### src/rtl/pwr_seq_master.sv
// Power-sequencing bus master: writes the power-down bit of each peripheral in turn on sleep, clears them in reverse on wake.
// Define PWRSEQ_TIMEOUT_EN to abandon a sequence (and set sticky err) when ready never arrives.
module pwr_seq_master #(
    parameter int   DATA_W  = 32,
    parameter int   N_TGT   = 4,
    parameter int   TGT_W   = 2,
    parameter logic PD_ADDR = 1'b0,
    parameter int   GAP_CYC = 16,
    parameter int   TIMEOUT = 255
) (
    input  logic              i_clk,
    input  logic              i_rst,
    input  logic              i_sleep_req,
    input  logic              i_wake_req,
    output logic              o_valid,
    output logic [TGT_W-1:0]  o_tgt,
    output logic              o_address,
    output logic [DATA_W-1:0] o_wdata,
    output logic              o_wstrb,
    input  logic              i_ready,
    output logic              o_busy,
    output logic              o_asleep,
    output logic              o_err
);
    // state  | meaning
    // S_IDLE | waiting for an applicable sleep/wake request
    // S_REQ  | valid held high until ready (or timeout)
    // S_GAP  | settling gap before the next peripheral
    typedef enum logic [1:0] {S_IDLE, S_REQ, S_GAP} state_t;

    localparam logic [TGT_W-1:0] LAST_TGT = TGT_W'(N_TGT - 1);
    // A zero gap still costs one cycle, so the load value saturates at 0.
    localparam logic [7:0]       GAP_LOAD = (GAP_CYC > 1) ? 8'(GAP_CYC - 1) : 8'd0;

    state_t           r_state, w_state_nx;
    logic             r_dir, w_dir_nx;
    logic [TGT_W-1:0] r_tgt, w_tgt_nx;
    logic [7:0]       r_gap_cnt, w_gap_cnt_nx;
    logic             r_valid, w_valid_nx;
    logic             r_asleep, w_asleep_nx;
    logic             r_addr, r_wd0, r_busy;
    logic             w_last, w_go_sleep, w_go_wake;
`ifdef PWRSEQ_TIMEOUT_EN
    localparam logic [7:0] TO_LOAD = (TIMEOUT > 1) ? 8'(TIMEOUT - 1) : 8'd0;
    logic [7:0]       r_to_cnt, w_to_cnt_nx;
    logic             r_err, w_err_nx;
`endif

    assign w_go_sleep = i_sleep_req & ~r_asleep;
    assign w_go_wake  = i_wake_req & r_asleep;
    assign w_last     = r_dir ? (r_tgt == LAST_TGT) : (r_tgt == '0);

    always_comb begin
        w_state_nx   = r_state;
        w_dir_nx     = r_dir;
        w_tgt_nx     = r_tgt;
        w_gap_cnt_nx = r_gap_cnt;
        w_valid_nx   = r_valid;
        w_asleep_nx  = r_asleep;
`ifdef PWRSEQ_TIMEOUT_EN
        w_to_cnt_nx  = r_to_cnt;
        w_err_nx     = r_err;
`endif
        case (r_state)
            S_IDLE: begin
                w_valid_nx = 1'b0;
                if (w_go_sleep || w_go_wake) begin
                    w_state_nx = S_REQ;
                    w_valid_nx = 1'b1;
                    w_dir_nx   = w_go_sleep;
                    w_tgt_nx   = w_go_sleep ? '0 : LAST_TGT;
`ifdef PWRSEQ_TIMEOUT_EN
                    w_to_cnt_nx = TO_LOAD;
                    w_err_nx    = 1'b0;
`endif
                end
            end
            S_REQ: begin
                if (i_ready) begin
                    w_valid_nx = 1'b0;
                    if (w_last) begin
                        w_state_nx  = S_IDLE;
                        w_asleep_nx = ~r_asleep;
                    end else begin
                        w_state_nx   = S_GAP;
                        w_gap_cnt_nx = GAP_LOAD;
                    end
                end
`ifdef PWRSEQ_TIMEOUT_EN
                else if (r_to_cnt == 8'd0) begin
                    w_valid_nx = 1'b0;
                    w_state_nx = S_IDLE;
                    w_err_nx   = 1'b1;
                end else begin
                    w_to_cnt_nx = r_to_cnt - 8'd1;
                end
`endif
            end
            S_GAP: begin
                if (r_gap_cnt == 8'd0) begin
                    w_state_nx = S_REQ;
                    w_valid_nx = 1'b1;
                    w_tgt_nx   = r_dir ? (r_tgt + TGT_W'(1)) : (r_tgt - TGT_W'(1));
`ifdef PWRSEQ_TIMEOUT_EN
                    w_to_cnt_nx = TO_LOAD;
`endif
                end else begin
                    w_gap_cnt_nx = r_gap_cnt - 8'd1;
                end
            end
            default: begin
                w_state_nx = S_IDLE;
                w_valid_nx = 1'b0;
            end
        endcase
    end

    // Bus-side outputs are registered from next-state values so they never glitch.
    always_ff @(posedge i_clk or negedge i_rst) begin
        if (!i_rst) begin
            r_state   <= S_IDLE;
            r_dir     <= 1'b0;
            r_tgt     <= '0;
            r_gap_cnt <= 8'd0;
            r_valid   <= 1'b0;
            r_asleep  <= 1'b0;
            r_addr    <= 1'b0;
            r_wd0     <= 1'b0;
            r_busy    <= 1'b0;
        end else begin
            r_state   <= w_state_nx;
            r_dir     <= w_dir_nx;
            r_tgt     <= w_tgt_nx;
            r_gap_cnt <= w_gap_cnt_nx;
            r_valid   <= w_valid_nx;
            r_asleep  <= w_asleep_nx;
            r_addr    <= w_valid_nx & PD_ADDR;
            r_wd0     <= w_valid_nx & w_dir_nx;
            r_busy    <= (w_state_nx != S_IDLE);
        end
    end

`ifdef PWRSEQ_TIMEOUT_EN
    always_ff @(posedge i_clk or negedge i_rst) begin
        if (!i_rst) begin
            r_to_cnt <= 8'd0;
            r_err    <= 1'b0;
        end else begin
            r_to_cnt <= w_to_cnt_nx;
            r_err    <= w_err_nx;
        end
    end
    assign o_err = r_err;
`else
    assign o_err = 1'b0;
`endif

    assign o_valid   = r_valid;
    assign o_wstrb   = r_valid;
    assign o_tgt     = r_tgt;
    assign o_address = r_addr;
    assign o_wdata   = {{(DATA_W-1){1'b0}}, r_wd0};
    assign o_busy    = r_busy;
    assign o_asleep  = r_asleep;
endmodule

### config.mk
export PLATFORM = sky130hd
export DESIGN_NAME = pwr_seq_master
export DESIGN_NICKNAME = d
export VERILOG_FILES = /design/src/rtl/pwr_seq_master.sv
export SDC_FILE = /design/constraint.sdc
export NUM_CORES = 1
export LEC_CHECK = 0
export BUFFER_PORTS_ARGS = -buffer_cell sky130_fd_sc_hd__buf_2
export CAP_MARGIN = 15
export CORE_ASPECT_RATIO = 1.5
export CORE_UTILIZATION = 43
export CTS_CLUSTER_SIZE = 14
export DETAILED_ROUTE_END_ITERATION = 12
export PLACE_DENSITY_LB_ADDON = 0.12
export SLEW_MARGIN = 10
export SYNTH_ARGS = -nofsm -noshare
export SYNTH_HDL_FRONTEND = slang
export SYNTH_SLANG_ARGS = --single-unit
### constraint.sdc
create_clock -name i_clk -period 1.5 [get_ports i_clk]
set_input_delay 0.15 -clock i_clk [delete_from_list [all_inputs] [get_ports i_clk]]
set_output_delay 0.15 -clock i_clk [all_outputs]
set_load 0.01 [all_outputs]
==> out/metrics.cfg, run 1 <==
[status]
status=finished with violations
violations=negative setup slack

[placed_design]
routabilityCongestion=0.8806
numPortBuffers=11
post_dp_cell_area_sq_um=1272
pre_cts_ws_ps=-145.7
hpwl_um=1745

[layout]
drive_above_1_share_pct=33.94
n_antenna_cell=0
layout_commonest_cell=conb_1
final_nets=172
syn2layout_area_growth_pct=19.70
nFillCells=249
layout_common_cells=conb_1, buf_4, dfrtp_1, buf_2, nand2_1
stdcell_area_sq_um=1399

[global_routing]
grt_overflow=0
grt_pass1_wl_um=3684
grt_pass1_vias=893
antenna_found_initial=0
grtUsageMet3_pct=1.913
top_usage_layer=met2
grtUsageTotal_pct=16.97
grt_use_met1_pct=17.47
met2_usage_pct=33.27
grt_max_degree=18

[pwr]
p_switching_mw=0.8667
intPower_mw=1.341
leakagePower_nw=0.6825
powerDensity_nw_per_um2=1578
comb_power_share_pct=55.4
clockPowerShare_pct=11.0
sequentialPowerShare_pct=33.6
irDropWorstVdd_v=0.0008530
swShare_pct=39.25

[routing]
drc=0
drt-total-wl_um=2329
num_vias=893
drt_first_iter_violations=18
vias_per_cell=4.443
wl_per_cell_um=11.59
drtPass1Iterations=3
ant_nets=0

[min_path]
hold_path.class=input port to flop
whs_path_depth=2
hold_end=r_state[0]$_DFF_PN0_
holdCritStartpoint=i_ready

[synthesis]
synth_cell_types=38
async_flop_share_pct=100.0
synth-edff-count=0
synth_top_area_cell=dfrtp_1
yosysSeqAreaShare_pct=36.40
avgSynthCellArea_sq_um=9.202
yosysWarnings=0
syn-cell-area_sq_um=1169
ys.flop_type=dfrtp_1
synth_top_cell_area_share_pct=36.40
synth_area_leaders=dfrtp_1, buf_4, nand2_1, o211ai_1, nor2_1
synth-seq-cells=17
synthCells=127

[sta]
layout_min_cycle_time_ps=1629
setup-tns-final_ps=-671.5
slew_viol_final=0
min_period_over_period_pct=108.6
rsz0062_at_grt=yes
fmaxAchievable_ghz=0.6138
hold_viol=0
hold_slack_ps=76.56
setup_violations=9
finClkSkew_ps=3.447
fin_ws_ps=-129.1

[clock_tree]
clk_pin_slew_worst_paths_ps=100
clock_sinks=17
cts_tree=done
htree_levels=1
clk_path_buf_depth=2
cts_buffers=3
clock_latency_ps=280
cts_root_buf=clkbuf_4

[worst_setup_path]
critPathArrivalTime_ps=1810
r2r-end=o_tgt[0]$_DFFE_PN0P_
critPathRequiredTime_ps=1680
critPathBufInv=1
start_kind=flop
r2r_setup_slack_ps=-130
critPathMaxStageDelay_ps=400
worstSetupPathType=flop to flop
slowest_stage=dfrtp_1
rr_worst_depth=6
cp_top_family=simple AND/OR/NAND/NOR gates
r2r-start=r_gap_cnt[0]$_DFFE_PN0P_
end_kind=flop
crit_fanout=4
worstPathCellList=inv_2 > ha_4 > nor3b_4 > a21boi_2 > or2_4 > mux2_4

[job]
max_cap_viol_count=0

[floorplanning]
rows=22
fp.dieH_um=65.85
die_x_um=44.57
die_area_sq_um=2935
core-area_sq_um=2505
start_util_pct=46.65
io_pins=45

[Yosys cell counts, types with 2 or more instances]
cell	count
a211oi_1	2
a21oi_1	4
buf_4	35
dfrtp_1	17
inv_1	3
nand2_1	10
nor2_1	9
nor3_1	4
o211ai_1	5
o21a_1	2
o21ai_0	4
or3_1	2
or4_1	4
xnor2_1	2
[metal layers]
metal | part of all wire [%] | vias to the layer above
met5 | 0 | -
met4 | 0.30 | 0
met3 | 1.5 | 2
met2 | 60 | 10
met1 | 39 | 432
li1 | - | 449
[layout make-up]
class	count	area (sq um)	area share (%)
repair buffers	38	264.0	18.87
multi-input cells	103	625.6	44.72
inverters	3	11.26	0.8050
flip-flops and latches	17	426.7	30.50
well taps	36	45.04	3.220
clock buffers	4	26.28	1.878
[cells by family (layout without fill, tap and decap cells)]
logic type      after synthesis  after routing  synth area share (%)
simple gates                 41             41                 20.56
buf+inv                      39             45                 23.88
compound gates               24             24                 14.24
flops                        17             17                 36.40
xor+xnor                      3              3                 2.249
fa+ha+maj                     1              1                 1.070
other cells                   1             33                0.3209
mux                           1              1                 1.284
[repair_timing]
item,in CTS,in global routing
gates resized for setup,11,0
setup buffers,6,1
hold buffers,1,0
hold endpoints to repair,17,0
endpoints found under the setup margin,14,15
gates cloned,0,0
pin swaps,8,5
[registers in the layout (all words and copies together) (netlist names)]
register	count
r_gap_cnt	8
o_tgt	2
r_state	2
o_asleep	1
o_busy	1
o_valid	1
r_dir	1
r_wd0	1
[through the flow]
step,utilization (%),instances,power [mW]
finish,55.84,201,2.208
global route,55.84,201,2.400
CTS,55.54,200,2.216
detailed placement,50.80,189,1.868
global placement,50.80,189,1.850
floorplan,-,159,1.473
[power groups by stage]
stage	Sequential, mW	Combinational, mW	Clock [mW]
2_1_floorplan	0.787	0.686	0
3_3_place_gp	0.736	1.11	0
3_5_place_dp	0.740	1.13	0
4_1_cts	0.745	1.21	0.259
5_1_grt	0.767	1.36	0.273
6_report	0.741	1.22	0.243
[how the worst max path moves through the flow]
| stage | cells after the start | to | startpoint |
|---|---|---|---|
| after floorplan | 6 | o_tgt[0]$_DFFE_PN0P_ | r_gap_cnt[0]$_DFFE_PN0P_ |
| after global placement | 6 | r_gap_cnt[4]$_DFFE_PN0P_ | r_gap_cnt[1]$_DFFE_PN0P_ |
| after detailed placement | 6 | o_tgt[0]$_DFFE_PN0P_ | r_gap_cnt[1]$_DFFE_PN0P_ |
| after CTS | 6 | o_tgt[0]$_DFFE_PN0P_ | r_gap_cnt[0]$_DFFE_PN0P_ |
| after global routing | 6 | o_tgt[0]$_DFFE_PN0P_ | r_gap_cnt[0]$_DFFE_PN0P_ |
| final | 6 | o_tgt[0]$_DFFE_PN0P_ | r_gap_cnt[0]$_DFFE_PN0P_ |
No activity file was read; power rests on OpenSTA's default activity.
==> inputs of run 2 (changes only) <==
--- a/config.mk
+++ b/config.mk
@@ -8,6 +8,7 @@
 export BUFFER_PORTS_ARGS = -buffer_cell sky130_fd_sc_hd__buf_2
 export CAP_MARGIN = 15
 export CORE_ASPECT_RATIO = 1.5
+export CORE_MARGIN = 2
 export CORE_UTILIZATION = 43
 export CTS_CLUSTER_SIZE = 14
 export DETAILED_ROUTE_END_ITERATION = 12
==> out/metrics.cfg, run 2 (synthesis results as in run 1) <==
[worst_setup_path]
end_kind=flop  ; unchanged
start_kind=flop  ; unchanged
critPathRequiredTime_ps=1690  ; was 1680 ps
crit_fanout=7  ; was 4
critPathBufInv=1  ; unchanged
critPathArrivalTime_ps=1810  ; about the same
worstSetupPathType=flop to flop  ; unchanged
cp_top_family=simple AND/OR/NAND/NOR gates  ; unchanged
worstPathCellList=inv_2 > ha_4 > nor3b_4 > a21o_1 > or4_1 > nand2_1  ; was inv_2 > ha_4 > nor3b_4 > a21boi_2 > or2_4 > mux2_4
critPathMaxStageDelay_ps=510  ; was 400 ps
slowest_stage=or4_1  ; was dfrtp_1

[sta]
slew_viol_final=0  ; unchanged
hold_viol=0  ; unchanged
fin_ws_ps=-118.7  ; was -129.1 ps
rsz0062_at_grt=yes  ; unchanged
setup_violations=9  ; unchanged
layout_min_cycle_time_ps=1619  ; was 1629 ps
min_period_over_period_pct=107.9  ; was 108.6%
finClkSkew_ps=2.266  ; was 3.447 ps
fmaxAchievable_ghz=0.6178  ; was 0.6138 GHz

[clock_tree]
htree_levels=1  ; unchanged
clock_sinks=17  ; unchanged
clock_latency_ps=250  ; was 280 ps
cts_tree=done  ; unchanged
clk_path_buf_depth=2  ; unchanged
clk_pin_slew_worst_paths_ps=60  ; was 100 ps
cts_root_buf=clkbuf_8  ; was clkbuf_4
cts_buffers=3  ; unchanged

[placed_design]
routabilityCongestion=0.8108  ; was 0.8806
pre_cts_ws_ps=-131.5  ; was -145.7 ps
numPortBuffers=11  ; unchanged
post_dp_cell_area_sq_um=1319  ; was 1272 sq um
hpwl_um=1910  ; was 1745 um

[global_routing]
top_usage_layer=met2  ; unchanged
grt_pass1_vias=918  ; was 893
grt_pass1_wl_um=3857  ; was 3684 um
met2_usage_pct=30.38  ; was 33.27%
antenna_found_initial=0  ; unchanged
grt_use_met1_pct=18.03  ; was 17.47%
grtUsageMet3_pct=2.639  ; was 1.913%
grt_overflow=0  ; unchanged
grtUsageTotal_pct=16.88  ; was 16.97%
grt_max_degree=18  ; unchanged

[status]
status=finished with violations  ; unchanged
violations=negative setup slack  ; unchanged

[floorplanning]
die_area_sq_um=3159  ; was 2935 sq um
die_x_um=46.57  ; was 44.57 um
core-area_sq_um=2619  ; was 2505 sq um
fp.dieH_um=67.85  ; was 65.85 um
start_util_pct=44.62  ; was 46.65%
rows=23  ; was 22
io_pins=45  ; unchanged

[pwr]
power_mw=2.471  ; was 2.208 mW
irDropWorstVdd_v=0.0009808  ; was 0.0008530 V
leakagePower_nw=0.6975  ; was 0.6825 nW
powerDensity_nw_per_um2=1693  ; was 1578 nW/um^2

[routing]
ant_nets=0  ; unchanged
vias_per_cell=4.542  ; was 4.443
drtPass1Iterations=4  ; was 3
drt_first_iter_violations=24  ; was 18
wl_per_cell_um=11.83  ; was 11.59 um
drc=0  ; unchanged
num_vias=922  ; was 893
drt-total-wl_um=2402  ; was 2329 um

[layout]
largest-register=r_gap_cnt  ; unchanged
final_nets=173  ; was 172
syn2layout_area_growth_pct=24.84  ; was 19.70%
largest_register_ffs=8  ; unchanged
nFillCells=248  ; was 249
stdcell_area_sq_um=1459  ; was 1399 sq um
layout_common_cells=conb_1, buf_4, dfrtp_1, buf_2, nand2_1  ; unchanged
n_antenna_cell=0  ; unchanged
layout_commonest_cell=conb_1  ; unchanged
drive_above_1_share_pct=36.75  ; was 33.94%

[min_path]
hold_path.class=input port to flop  ; unchanged

[job]
max_cap_viol_count=0  ; unchanged

-- run 2: final timing paths --
path                            slack (ps)  depth (start not counted)                      from                       end
worst max-delay path                  -120                          6  r_gap_cnt[1]$_DFFE_PN0P_  r_gap_cnt[4]$_DFFE_PN0P_
worst min-delay path                   120                          2                   i_ready      r_state[0]$_DFF_PN0_
worst max register to register        -120                          6  r_gap_cnt[1]$_DFFE_PN0P_  r_gap_cnt[4]$_DFFE_PN0P_
worst min register to register         570                          2      o_tgt[1]$_DFFE_PN0P_      o_tgt[1]$_DFFE_PN0P_
max in group asynchronous              840                          2                     i_rst      r_state[1]$_DFF_PN0_
min in group asynchronous              360                          2                     i_rst  r_gap_cnt[6]$_DFFE_PN0P_
-- run 2: final cells by class --
type / count / area (sq um) / share of cell area, %
Timing Repair Buffer: 39 / 271.5 / 18.61
Clock buffer: 4 / 45.04 / 3.087
Sequential cell: 17 / 427.9 / 29.33
Inverter: 3 / 11.26 / 0.7719
Tap cell: 37 / 46.29 / 3.173
Multi-Input combinational cell: 103 / 656.9 / 45.03
-- run 2: repair_timing --
| action | 4_1_cts | 5_1_grt |
|---|---|---|
| pin swaps | 9 | 9 |
| hold buffers | 1 | 0 |
| endpoints found under the setup margin | 12 | 15 |
| setup buffers | 4 | 2 |
| gates resized for setup | 13 | 5 |
| hold endpoints to repair | 17 | 0 |
| cloned | 0 | 0 |
-- run 2: through the flow --
step	setup TNS (ps)	cells	util [%]	hold WS, ps
floorplan	-309.7	159	-	-145.6
global placement	-568.4	196	50.36	105.3
detailed placement	-711.0	196	50.36	101.9
CTS	-438.5	202	54.75	142.2
global route	-1569	203	55.71	116.0
finish	-485.5	203	55.71	118.4
-- run 2: report_power, final --
part | internal [mW] | switching [mW] | total, mW | leakage [nW]
clock network | 0.188 | 0.150 | 0.338 | 0.0228
registers | 0.616 | 0.128 | 0.744 | 0.200
logic | 0.721 | 0.667 | 1.39 | 0.475
total | 1.52 | 0.946 | 2.47 | 0.698
-- run 2: metal layers --
| layer | vias to the layer above | routed length (um) |
|---|---|---|
| met1 | 444 | 880 |
| met3 | 8 | 75 |
| met2 | 20 | 1375 |
| li1 | 450 | - |
| met5 | - | 0 |
| met4 | 0 | 71 |
==> inputs of run 3 (changes only) <==
--- a/config.mk
+++ b/config.mk
@@ -8,7 +8,7 @@
 export BUFFER_PORTS_ARGS = -buffer_cell sky130_fd_sc_hd__buf_2
 export CAP_MARGIN = 15
 export CORE_ASPECT_RATIO = 1.5
-export CORE_MARGIN = 2
+export CORE_MARGIN = 3
 export CORE_UTILIZATION = 43
 export CTS_CLUSTER_SIZE = 14
 export DETAILED_ROUTE_END_ITERATION = 12
==> out/metrics.cfg, run 3 (synthesis results as in run 1) <==
[status]
status=finished with violations  ; unchanged
violations=negative setup slack  ; unchanged

[global_routing]
grt_overflow=0  ; unchanged
antenna_found_initial=0  ; unchanged
grt_pass1_vias=911  ; was 918
grtUsageTotal_pct=13.89  ; was 16.88%
grt_max_degree=18  ; unchanged
grt_pass1_wl_um=3760  ; was 3857 um

[clock_tree]
clock_latency_ps=290  ; was 250 ps
clk_path_buf_depth=2  ; unchanged
htree_levels=1  ; unchanged
clock_sinks=17  ; unchanged
clk_pin_slew_worst_paths_ps=100  ; was 60 ps
cts_buffers=3  ; unchanged
cts_root_buf=clkbuf_4  ; was clkbuf_8
cts_tree=done  ; unchanged

[sta]
fmaxAchievable_ghz=0.6183  ; was 0.6178 GHz
setup_violations=10  ; was 9
finClkSkew_ps=3.961  ; was 2.266 ps
hold_viol=0  ; unchanged
rsz0062_at_grt=yes  ; unchanged
min_period_over_period_pct=107.8  ; was 107.9%
fin_ws_ps=-117.5  ; was -118.7 ps
slew_viol_final=0  ; unchanged
layout_min_cycle_time_ps=1617  ; was 1619 ps
setup-tns-final_ps=-584.4  ; was -485.5 ps

[floorplanning]
die_area_sq_um=3392  ; was 3159 sq um
rows=22  ; was 23
fp.dieH_um=69.85  ; was 67.85 um
core-area_sq_um=2532  ; was 2619 sq um
io_pins=45  ; unchanged
start_util_pct=46.15  ; was 44.62%
die_x_um=48.57  ; was 46.57 um

[pwr]
irDropWorstVdd_v=0.0009503  ; was 0.0009808 V
leakagePower_nw=0.7061  ; was 0.6975 nW
power_mw=2.382  ; was 2.471 mW
powerDensity_nw_per_um2=1634  ; was 1693 nW/um^2

[worst_setup_path]
crit_fanout=3  ; was 7
cpMostUsedCell=nand2_1
critPathBufInv=1  ; unchanged
end_kind=flop  ; unchanged
rr_worst_depth=5  ; was 6
worstSetupPathType=flop to flop  ; unchanged
cp.depth=5  ; was 6
critPathRequiredTime_ps=1740  ; was 1690 ps
critPathArrivalTime_ps=1860  ; was 1810 ps
start_kind=flop  ; unchanged
worstPathCellList=buf_4 > nor4_1 > nand2_1 > or4_1 > nand2_1  ; was inv_2 > ha_4 > nor3b_4 > a21o_1 > or4_1 > nand2_1
cp_top_family=simple AND/OR/NAND/NOR gates  ; unchanged
critPathMaxStageDelay_ps=510  ; about the same
slowest_stage=or4_1  ; unchanged

[routing]
drt-total-wl_um=2369  ; was 2402 um
wl_per_cell_um=11.56  ; was 11.83 um
ant_nets=0  ; unchanged
drc=0  ; unchanged
drt_first_iter_violations=10  ; was 24
vias_per_cell=4.537  ; was 4.542
drtPass1Iterations=4  ; unchanged
num_vias=930  ; was 922

[placed_design]
routabilityCongestion=0.8465  ; was 0.8108
hpwl_um=1832  ; was 1910 um
post_dp_cell_area_sq_um=1280  ; was 1319 sq um
numPortBuffers=11  ; unchanged

[layout]
largest_register_ffs=8  ; unchanged
stdcell_area_sq_um=1458  ; was 1459 sq um
drive_above_1_share_pct=37.28  ; was 36.75%
largest-register=r_gap_cnt  ; unchanged
layout_common_cells=conb_1, buf_4, dfrtp_1, buf_2, nand2_1  ; unchanged
final_nets=176  ; was 173
layout_commonest_cell=conb_1  ; unchanged
syn2layout_area_growth_pct=24.73  ; was 24.84%
nFillCells=253  ; was 248
n_antenna_cell=0  ; unchanged

[job]
max_cap_viol_count=0  ; unchanged

[min_path]
whs_path_depth=2  ; unchanged
hold_path.class=input port to flop  ; unchanged

## run 3: cell types whose count changed in the layout (fill, tap and decap cells not counted), sizes merged
cell  change
buf       +3
## run 3: metrics by stage
step / std cells / util, % / hold slack (ps) / setup WS [ps]
floorplan: 159 / - / -145.6 / -135.1
global placement: 190 / 50.54 / 97.16 / -158.6
detailed placement: 190 / 50.54 / 97.40 / -136.7
CTS: 201 / 55.43 / 90.54 / -124.6
global route: 205 / 57.56 / 72.42 / -170.6
finish: 205 / 57.56 / 70.05 / -117.5
## run 3: layout make-up
cell class / instances / area, sq um / area share [%]
Clock buffer: 4 / 26.28 / 1.803
Inverter: 3 / 11.26 / 0.7725
Multi-Input combinational cell: 103 / 654.4 / 44.89
Sequential cell: 17 / 426.7 / 29.27
Tap cell: 36 / 45.04 / 3.090
Timing Repair Buffer: 42 / 294.0 / 20.17
## run 3: routing by layer
| layer | global-route usage [%] | wire length [um] |
|---|---|---|
| met1 | 14.15 | 875 |
| met4 | 8.544 | 27 |
| met2 | 25.15 | 1380 |
| met5 | 0 | 0 |
| met3 | 3.198 | 86 |
## run 3: where the power goes
part           switching [mW]  leakage, nW  total, mW  internal (mW)
clock                   0.149       0.0150      0.253          0.104
combinational           0.649        0.489       1.38          0.731
sequential              0.139        0.202      0.750          0.611
## run 3: timing repair
action | 4_1_cts | 5_1_grt
resized for setup | 11 | 6
setup endpoints to repair | 12 | 15
setup buffers | 6 | 4
endpoints found under the hold margin | 17 | 0
hold buffers | 1 | 0
pin swaps | 8 | 6
## run 3: worst paths after layout
kind	from	endpoint	slack (ps)
setup / recovery	r_gap_cnt[5]$_DFFE_PN0P_	r_gap_cnt[7]$_DFFE_PN0P_	-120
hold / removal	i_ready	r_state[0]$_DFF_PN0_	70
setup reg to reg	r_gap_cnt[5]$_DFFE_PN0P_	r_gap_cnt[7]$_DFFE_PN0P_	-120
hold reg to reg	o_asleep$_DFFE_PN0P_	o_asleep$_DFFE_PN0P_	560
max in group asynchronous	i_rst	r_gap_cnt[2]$_DFFE_PN0P_	910
min in group asynchronous	i_rst	r_gap_cnt[4]$_DFFE_PN0P_	290
